File: src/rtl/maxnet_vector_loader.sv
// maxnet_vector_loader
//
// Front end for the 4-lane Maxnet competition engine. Single-precision words
// arrive one per handshake and are packed into 4-word vectors. Two vector
// slots act as a small ping-pong buffer. One vector at a time goes to the
// engine on x1..x4 with a single-cycle start pulse. The slot is freed when
// the engine answers with done.
//
// Ports
//   clk       rising-edge clock
//   rst       asynchronous, active-low reset
//   in_data   stream word; word0 -> x1 ... word3 -> x4
//   in_valid  in_data is valid
//   in_ready  loader can take a word (combinational from pending and rst)
//   x1..x4    registered vector presented to the engine
//   start     one-cycle pulse; x1..x4 valid and stable from this cycle on
//   nopos     presented vector has no strictly positive lane
//   done      engine finished the presented vector (single-cycle pulse)
//   pending   number of complete vectors held, 0..2
//
// WIDTH must be 32: the sign and exponent tests assume IEEE-754 single.

module maxnet_vector_loader #(
  parameter int unsigned WIDTH = 32
) (
  input  logic             clk,
  input  logic             rst,
  input  logic [WIDTH-1:0] in_data,
  input  logic             in_valid,
  output logic             in_ready,
  output logic [WIDTH-1:0] x1,
  output logic [WIDTH-1:0] x2,
  output logic [WIDTH-1:0] x3,
  output logic [WIDTH-1:0] x4,
  output logic             start,
  output logic             nopos,
  input  logic             done,
  output logic [1:0]       pending
);

  typedef enum logic [1:0] {
    S_IDLE  = 2'd0,
    S_ISSUE = 2'd1,
    S_WAIT  = 2'd2
  } state_e;

  state_e state_q, state_d;

  // Two slots of four lanes each.
  logic [1:0][3:0][WIDTH-1:0] slot_q;

  logic       wp_q, wp_d;
  logic       rp_q, rp_d;
  logic [1:0] lc_q, lc_d;
  logic [1:0] pending_q, pending_d;

  logic [3:0][WIDTH-1:0] x_q;
  logic                  start_q;
  logic                  nopos_q, nopos_d;

  logic accept;
  logic push;
  logic pop;
  logic load;

  // A lane is non-positive if its sign is set or its exponent is zero.
  // The zero-exponent case covers +0 and positive denormals. A NaN with
  // sign 0 has a non-zero exponent, so it counts as positive.
  function automatic logic lane_nonpos(input logic sgn, input logic [7:0] expo);
    return sgn | (expo == 8'd0);
  endfunction

  // The partially filled slot is always slot[wp]. That slot is free
  // whenever fewer than two complete vectors are held.
  assign in_ready = rst & (pending_q < 2'd2);
  assign accept   = in_valid & in_ready;
  assign push     = accept & (lc_q == 2'd3);

  // Write side: lane pointer, slot pointer.
  always_comb begin
    lc_d = lc_q;
    wp_d = wp_q;
    if (accept) begin
      lc_d = lc_q + 2'd1;
    end
    if (push) begin
      wp_d = ~wp_q;
    end
  end

  // Read-side FSM and output load.
  always_comb begin
    state_d = state_q;
    load    = 1'b0;
    pop     = 1'b0;
    unique case (state_q)
      S_IDLE: begin
        if (pending_q != 2'd0) begin
          load    = 1'b1;
          state_d = S_ISSUE;
        end
      end
      S_ISSUE: begin
        state_d = S_WAIT;
      end
      S_WAIT: begin
        if (done) begin
          pop     = 1'b1;
          state_d = S_IDLE;
        end
      end
      default: begin
        state_d = S_IDLE;
      end
    endcase
  end

  assign rp_d = rp_q ^ pop;

  // A push and a pop on the same edge cancel out.
  always_comb begin
    pending_d = pending_q;
    unique case ({push, pop})
      2'b10:   pending_d = pending_q + 2'd1;
      2'b01:   pending_d = pending_q - 2'd1;
      default: pending_d = pending_q;
    endcase
  end

  always_comb begin
    nopos_d = lane_nonpos(slot_q[rp_q][0][WIDTH-1], slot_q[rp_q][0][30:23])
            & lane_nonpos(slot_q[rp_q][1][WIDTH-1], slot_q[rp_q][1][30:23])
            & lane_nonpos(slot_q[rp_q][2][WIDTH-1], slot_q[rp_q][2][30:23])
            & lane_nonpos(slot_q[rp_q][3][WIDTH-1], slot_q[rp_q][3][30:23]);
  end

  // Slot contents need no reset. Reset only clears the pointers and count,
  // and those decide which data is ever read.
  always_ff @(posedge clk) begin
    if (accept) begin
      slot_q[wp_q][lc_q] <= in_data;
    end
  end

  always_ff @(posedge clk or negedge rst) begin
    if (!rst) begin
      state_q   <= S_IDLE;
      wp_q      <= 1'b0;
      rp_q      <= 1'b0;
      lc_q      <= 2'd0;
      pending_q <= 2'd0;
      x_q       <= '0;
      start_q   <= 1'b0;
      nopos_q   <= 1'b0;
    end else begin
      state_q   <= state_d;
      wp_q      <= wp_d;
      rp_q      <= rp_d;
      lc_q      <= lc_d;
      pending_q <= pending_d;
      // start is high exactly during the ISSUE cycle.
      start_q   <= load;
      if (load) begin
        x_q     <= slot_q[rp_q];
        nopos_q <= nopos_d;
      end
    end
  end

  assign x1      = x_q[0];
  assign x2      = x_q[1];
  assign x3      = x_q[2];
  assign x4      = x_q[3];
  assign start   = start_q;
  assign nopos   = nopos_q;
  assign pending = pending_q;

endmodule
File: config.mk
export PLATFORM = sky130hd
export DESIGN_NAME = maxnet_vector_loader
export DESIGN_NICKNAME = d
export VERILOG_FILES = /design/src/rtl/maxnet_vector_loader.sv
export SDC_FILE = /design/constraint.sdc
export NUM_CORES = 1
export LEC_CHECK = 0
export ABC_AREA = 0
export CORE_UTILIZATION = 50
export DETAILED_ROUTE_END_ITERATION = 10
export GPL_TIMING_DRIVEN = 0
export PLACE_DENSITY = 0.85
export RECOVER_POWER = 25
export SLEW_MARGIN = 20
export SYNTH_ARGS = -nofsm -noshare
export SYNTH_HDL_FRONTEND = slang
export SYNTH_SLANG_ARGS = --single-unit
File: constraint.sdc
create_clock -name clk -period 3.35 [get_ports clk]
set_input_delay 0.67 -clock clk [delete_from_list [all_inputs] [get_ports clk]]
set_output_delay 0.67 -clock clk [all_outputs]
set_load 0.05 [all_outputs]
Yosys cells after proc, flatten, opt, wreduce, memory -nomap -nowiden
Index checks and enable logic that the tools add are counted.
{ "op_classes": {"n_eq_ne": 7, "shift": 0, "n_addsub": 3, "div": 0, "multipliers": 0, "mux": 15, "n_reduce_logical": 10, "n_lt_le_gt_ge": 6, "n_bitwise": 12} }
{ "op_table": {"columns": ["op", "count"], "rows": [
  ["$mux 128", 3],
  ["$bwmux 256", 1],
  ["$demux 128 s1", 1],
  ["$demux 32 s2", 1],
  ["$logic_not 8->1", 4],
  ["$mux 32", 1],
  ["$and 1x1->1", 6],
  ["$eq 2x2->1 const B", 3],
  ["$pmux 2 s3", 1],
  ["$add 2x1->2 const B", 2],
  ["$eq 2x1->1 const B", 2],
  ["$lt 1x2->1 const B", 2],
  ["$mux 1", 4],
  ["$mux 2", 2],
  ["$ne 2x2->1 const B", 2],
  ["$or 1x1->1", 4],
  ["$pmux 2 s2", 1],
  ["$reduce_bool 2->1", 2],
  ["$lt 2x3->1 const B", 1],
  ["$ge 2x1->1 const B", 1],
  ["$logic_and 1x1->1", 2],
  ["$logic_not 2->1", 1],
  ["$lt 2x2->1 const B", 1],
  ["$reduce_and 2->1", 1],
  ["other kinds (4)", 4]
]} }
{ "totals": {"n_memories": 0, "latch_bits": 0, "mem_bits_rw": 0, "word_cells": 72, "output_inout_bits": 133, "in_bits": 36, "mem_bits_ro": 0, "regBits": 394} }

Longest topological paths before layout
Gate-level depths: netlist of run 1.
{ "logic_depth": {"ltp_word": 7, "ltp_mapped": 8, "ltp_nobuf": 7} }

Worst setup path before layout of run 1
No wires, ideal clock.
{ "synth_path": {"path_type": "input to register", "start": "in rst", "end": "reg slot_q[100] (netlist name), enable pin", "path_buffers": 1, "arrival_ps": 3253, "path_stages": 5, "setup_time_ps": 421, "path_slack_ps": -324, "cell_sequence": "nor2b_1 -> and2_1 -> buf_2 -> nand2_1 -> nor2_1"} }
{ "synth_between": {"elab_chain_cells": 2} }
{ "synth_rtl": {"columns": ["item", "line", "text"], "rows": [
  ["from (decl)", "27", "input logic rst,"],
  ["$and 1x1->1", "75", "assign in_ready = rst & (pending_q < 2'd2);"],
  ["$and 1x1->1", "76", "assign accept = in_valid & in_ready;"],
  ["to (signal, indexed assignment)", "141", "slot_q[wp_q][lc_q] <= in_data;"],
  ["to (decl)", "50", "logic [1:0][3:0][WIDTH-1:0] slot_q;"]
]} }
Every way passes these cells.
A chain may end at the register's enable or synchronous reset.

Worst setup path after layout of run 1
{ "layout_path": {"start": "in rst", "end": "out in_ready"} }
{ "layout_between": {"elab_chain_cells": 1} }
{ "layout_rtl": {"columns": ["item", "line", "text"], "rows": [
  ["$and 1x1->1", "75", null],
  ["to (decl)", "30", "output logic in_ready,"]
]} }
Every way passes these cells.

==> impl_metrics.tcl, run 1 <==
set metrics [dict create \
    wl_per_cell_um 22.05 \
    final_nets 1148 \
    ctsHoldBuffers 0 \
    grt_start_max_net_pins 85 \
    rows 61 \
    root_buffer "clkbuf_16" \
    grt_pass1_wl_um 50580 \
    crit_buf_inv 2 \
    htreeDepth 2 \
    gp_congestion 0.8053 \
    fin_util 0.6397 \
    clock.fmax_mhz 339.4 \
    viasPerCell 5.496 \
    initial_core_util 0.5099 \
    cts_resized 0 \
    drive_above_1_share 0.1029 \
    min_path_type "in -> async" \
    end_kind "output pin" \
    cts_buffers 39 \
    io_pins 169 \
    worstMarginPinSlew_ps 1563 \
    setup_tns_ps 0 \
    path_cells "buf_8 -> nor2b_1 -> clkdlybuf4s50_1" \
    fin_crit_sh 0.8795 \
    synth_ff_type "edfxtp_1" \
    synth_seq_cells 394 \
    grt_pass1_vias 8673 \
    core-area_mm2 0.02786 \
    cp_top_family "buffers and inverters" \
    whs_ps 162.4 \
    synth_edf_count 256 \
    diodes 0 \
    ys_seq_area_frac 0.7842 \
    die_h_um 170.6 \
    worstPathMaxFanout 84 \
    critPathKind "in -> out" \
    fin_ws_ps 403.6 \
    antenna_found_initial 1 \
    fp.dieW_um 170.6 \
    drc 0 \
    overflow 0 \
    rsz0062_at_grt "no" \
    dr.pass1.iters 5 \
    required_ps 2680 \
    die_area_mm2 0.02909 \
    cts_tree "built" \
    ir_worst_vdd_mv 0.5714 \
    post_cts_buffers 0 \
    insertion_delay_ps 520 \
    drv_slew 57 \
    hold_viol_final 0 \
    drtIter0Drc 774 \
    powerDensity_mw_per_mm2 1084 \
    cp.arrival_ps 2280 \
    synth_fp_nets 930 \
    io_buffers 168 \
    synth_cell_types 25 \
    dpl.hpwl_um 22010 \
    synth_area_mm2 0.01421 \
    violations "max-capacitance violations, max-slew violations" \
    status "finished, violations left" \
    async_reset_ff_frac 0.3503 \
    dp_slack_ps 245.4 \
    ctsLongestPathBuffers 3 \
    fillers 1930 \
    slowest_delay_ps 830 \
    setup_viol 0 \
    worst_setup_path_start_kind "input pin" \
    p_leak_nw 6.703 \
    cts.reportedPaths.clkPinSlew_ps 60 \
    maxCapViolCount 1 \
    ys_warn_count 0 \
    vias 8327 \
    relSlewSlack -0.04180 \
    p_total_mw 19.31 \
    clock_sinks 394 \
    cp_slowest_cell "clkdlybuf4s50_1" \
    grt_usage 0.2368 \
    syn_to_final_growth_pct 25.45 \
    min_period_ps 2946 \
    syn_area_per_cell_um2 15.98 \
    finalClockSkew_ps 19.25 \
    drt-total-wl_um 33400 \
    ant_nets 0 \
    netlist_instances 889 \
]
-- cell families (layout without fill, tap and decap cells) --
family	count (synthesis)	after routing	synth area share
flip-flops	394	394	0.7842
AND/OR/NAND/NOR	169	169	0.05064
AO/OA/AOI/OAI	138	138	0.04906
multiplexers	130	130	0.09177
buffers and inverters	47	295	0.01621
XOR/XNOR	6	6	0.003699
adder cells (fa/ha/maj)	5	5	0.004404
-- worst reg2reg max path, delay by kind of cell, from the launching register on --
kind | cells | cell delay [ps]
and+or+nand+nor | 4 | 1010
buffers and inverters | 2 | 410
DFF | 1 | 430
-- power by group --
group / switching [mW] / total (mW) / internal [mW]
combinational: 5.62 / 8.22 / 2.60
sequential: 0.613 / 6.84 / 6.23
clock: 1.73 / 4.25 / 2.52
total: 7.96 / 19.3 / 11.3
-- synthesized netlist by cell type, types with 2 or more instances --
cell type	n	area [µm²]
and2_1	4	25.02
xor2_1	2	17.52
nor4_1	15	93.84
and3_1	4	25.02
nand2_1	7	26.28
clkbuf_1	3	11.26
ha_1	5	62.56
inv_1	3	11.26
mux2i_1	128	1281
nor3_1	2	10.01
dfrtp_1	138	3453
buf_2	40	200.2
mux2_2	2	22.52
nor2_1	132	495.5
edfxtp_1	256	7687
nor2b_1	2	12.51
a21oi_1	135	675.7
xnor2_1	4	35.03
-- registers in the layout, summed over array words and instances (netlist names) --
name     cells
lc_q         2
nopos        1
pending      2
rp_q         1
slot_q     256
start        1
state_q      2
wp_q         1
x1          32
x2          32
x3          32
x4          32
-- layout by cell type, fill, tap and decap left out, types with 2 or more instances in the layout --
cell type	n
and3_2	4
mux2i_1	128
dlygate4sd3_1	17
clkdlybuf4s50_1	150
a21oi_1	135
edfxtp_1	256
clkbuf_1	14
dfrtp_1	138
clkinv_1	5
clkbuf_8	2
ha_1	5
clkbuf_16	41
and2_2	3
xnor2_1	4
mux2_2	2
buf_12	5
inv_1	3
nand2_1	7
buf_16	3
clkinv_2	8
nor3_1	2
nor2_1	131
buf_2	40
nor4_1	15
xor2_1	2
nor2b_1	2
bufinv_16	3
-- path summary, 6_finish.rpt --
path,from,end,slack [ps],cells past startpoint
max,rst,in_ready,400,3
min,rst,x3[3],160,1
max reg2reg,pending[1],slot_q[3],1200,6
min reg2reg,x1[31],x1[31],520,1
max in group asynchronous,rst,x2[22],1230,2
min in group clk,x1[31],x1[31],520,1
-- metrics by stage --
stage | cells | instance area, µm²
2_1_floorplan | 889 | 14210
3_3_place_gp | 1435 | 16360
3_5_place_dp | 1444 | 16590
4_1_cts | 1515 | 17840
5_1_grt | 1515 | 17820
6_report | 1515 | 17820
-- layer usage --
layer | wire, µm | track usage | part of all wire | vias up
met3 | 2144 | 0.04164 | 0.064 | 61
met5 | 12 | 0 | 0.00036 | -
li1 | - | - | - | 3693
met4 | 849 | 0.08030 | 0.025 | 2
met1 | 13560 | 0.3090 | 0.41 | 4238
met2 | 16830 | 0.4025 | 0.50 | 333
-- area by class of cell --
class / count / area (µm²) / area share
sequential: 394 / 11140 / 0.6251
multi-input combinational: 448 / 2851 / 0.1600
timing repair buffer: 177 / 1874 / 0.1052
clock buffer: 54 / 1095 / 0.06143
tap: 378 / 473.0 / 0.02654
buffer: 44 / 219.0 / 0.01229
clock inverter: 17 / 157.7 / 0.008846
inverter: 3 / 11.26 / 0.0006318
(Power assumes the default switching activity.)
==> inputs of run 2 (changes only) <==
SKIP_CTS_REPAIR_TIMING = 1   (was unset)
SLEW_MARGIN = 10   (was 20)
==> impl_metrics.tcl, run 2 (synthesis gave the netlist of run 1 again) <==
set metrics [dict create \
    clock.fmax_mhz 338.0 \
    die_area_mm2 0.02909 \
    dpl.hpwl_um 22010 \
    status "finished, violations left" \
    grt_usage 0.2373 \
    powerDensity_mw_per_mm2 1077 \
    die_h_um 170.6 \
    hold_viol_final 0 \
    fin_ws_ps 391.6 \
    cts_buffers 39 \
    fin_crit_sh 0.8831 \
    ant_nets 0 \
    dr.pass1.iters 5 \
    drt-total-wl_um 33430 \
    clock_sinks 394 \
    critPathKind "in -> out" \
    syn_to_final_growth_pct 25.15 \
    ctsLongestPathBuffers 3 \
    insertion_delay_ps 510 \
    setup_viol 0 \
    final_nets 1148 \
    drtIter0Drc 683 \
    grt_pass1_vias 8556 \
    drc 0 \
    layout_commonest_cell "edfxtp_1" \
    p_total_mw 19.15 \
    antenna_found_initial 2 \
    min_path_type "in -> async" \
    cp.arrival_ps 2290 \
    finalClockSkew_ps 15.07 \
    viasPerCell 5.440 \
    core-area_mm2 0.02786 \
    io_buffers 168 \
    cts_tree "built" \
    grt_pass1_wl_um 50690 \
    relSlewSlack -0.04227 \
    fp.dieW_um 170.6 \
    io_pins 169 \
    rows 61 \
    worstMarginPinSlew_ps 1563 \
    required_ps 2680 \
    wl_per_cell_um 22.07 \
    dp_slack_ps 229.1 \
    grt_start_max_net_pins 85 \
    min_period_ps 2958 \
    ir_worst_vdd_mv 0.5530 \
    rsz0062_at_grt "no" \
    overflow 0 \
    vias 8242 \
    worst_setup_path_start_kind "input pin" \
    drv_slew 57 \
    violations "max-capacitance violations, max-slew violations" \
    root_buffer "clkbuf_16" \
    mostFrequentLayoutCells "edfxtp_1, clkdlybuf4s50_1, dfrtp_1" \
    initial_core_util 0.5099 \
    drive_above_1_share 0.1056 \
    p_leak_nw 6.673 \
    htreeDepth 2 \
    gp_congestion 0.8053 \
    maxCapViolCount 1 \
    cts.reportedPaths.clkPinSlew_ps 60 \
    regMostFlops "slot_q" \
    end_kind "output pin" \
    worstPathMaxFanout 84 \
    largest_reg_flops 256 \
]
[run 2: per-stage QoR]
| step | util | std cells | TNS (ps) | area [µm²] | hold WS [ps] |
|---|---|---|---|---|---|
| final | 0.6382 | 1515 | 0 | 17780 | 152.0 |
| after CTS | 0.6389 | 1514 | 0 | 17800 | 188.3 |
| after global placement | 0.5874 | 1435 | -2035420 | 16360 | 494.8 |
| after floorplan | - | 889 | 0 | 14210 | 374.4 |
| after global routing | 0.6382 | 1515 | 0 | 17780 | 215.8 |
| after detailed placement | 0.5956 | 1444 | 0 | 16590 | 504.2 |
[run 2: area by class of cell]
| type | count | area [µm²] |
|---|---|---|
| antenna | 1 | 2.502 |
| buffer | 44 | 219.0 |
| clock buffer | 48 | 1040 |
| clock inverter | 22 | 166.4 |
| fill | 1955 | 10080 |
| inverter | 3 | 11.26 |
| multi-input combinational | 448 | 2851 |
| sequential | 394 | 11140 |
| tap | 378 | 473.0 |
| timing repair buffer | 177 | 1874 |
[run 2: final timing paths]
kind	start	slack, ps	to	cells after the start
hold reg to reg	x1[31]	520	x1[31]	1
setup / recovery	rst	390	in_ready	3
max in group asynchronous	rst	1220	x2[17]	2
setup reg to reg	pending[1]	1190	slot_q[3]	6
min in group clk	x1[31]	520	x1[31]	1
hold / removal	rst	150	x4[2]	1
[run 2: critical path: stages]
cell and delay, ps:
buf_8 460, nor2b_1 250, clkdlybuf4s50_1 830
[run 2: routing by layer]
layer	vias to the layer above	track usage	wire length (µm)
met2	337	0.4032	17200
met1	4152	0.3085	13140
met5	-	0	12
met4	2	0.07246	698
met3	57	0.04835	2379
li1	3694	-	-
[run 2: report_power, final]
part,leakage (nW),total (mW),internal (mW),switching [mW]
Clock,0.587,4.11,2.36,1.74
Sequential,3.84,6.84,6.23,0.610
Combinational,2.25,8.21,2.60,5.60
==> inputs of run 3 (changes only) <==
SLEW_MARGIN = 20   (was 10)
==> results of run 3 <==
Same layout as run 1: the final DEF is identical, and so are final timing and power.
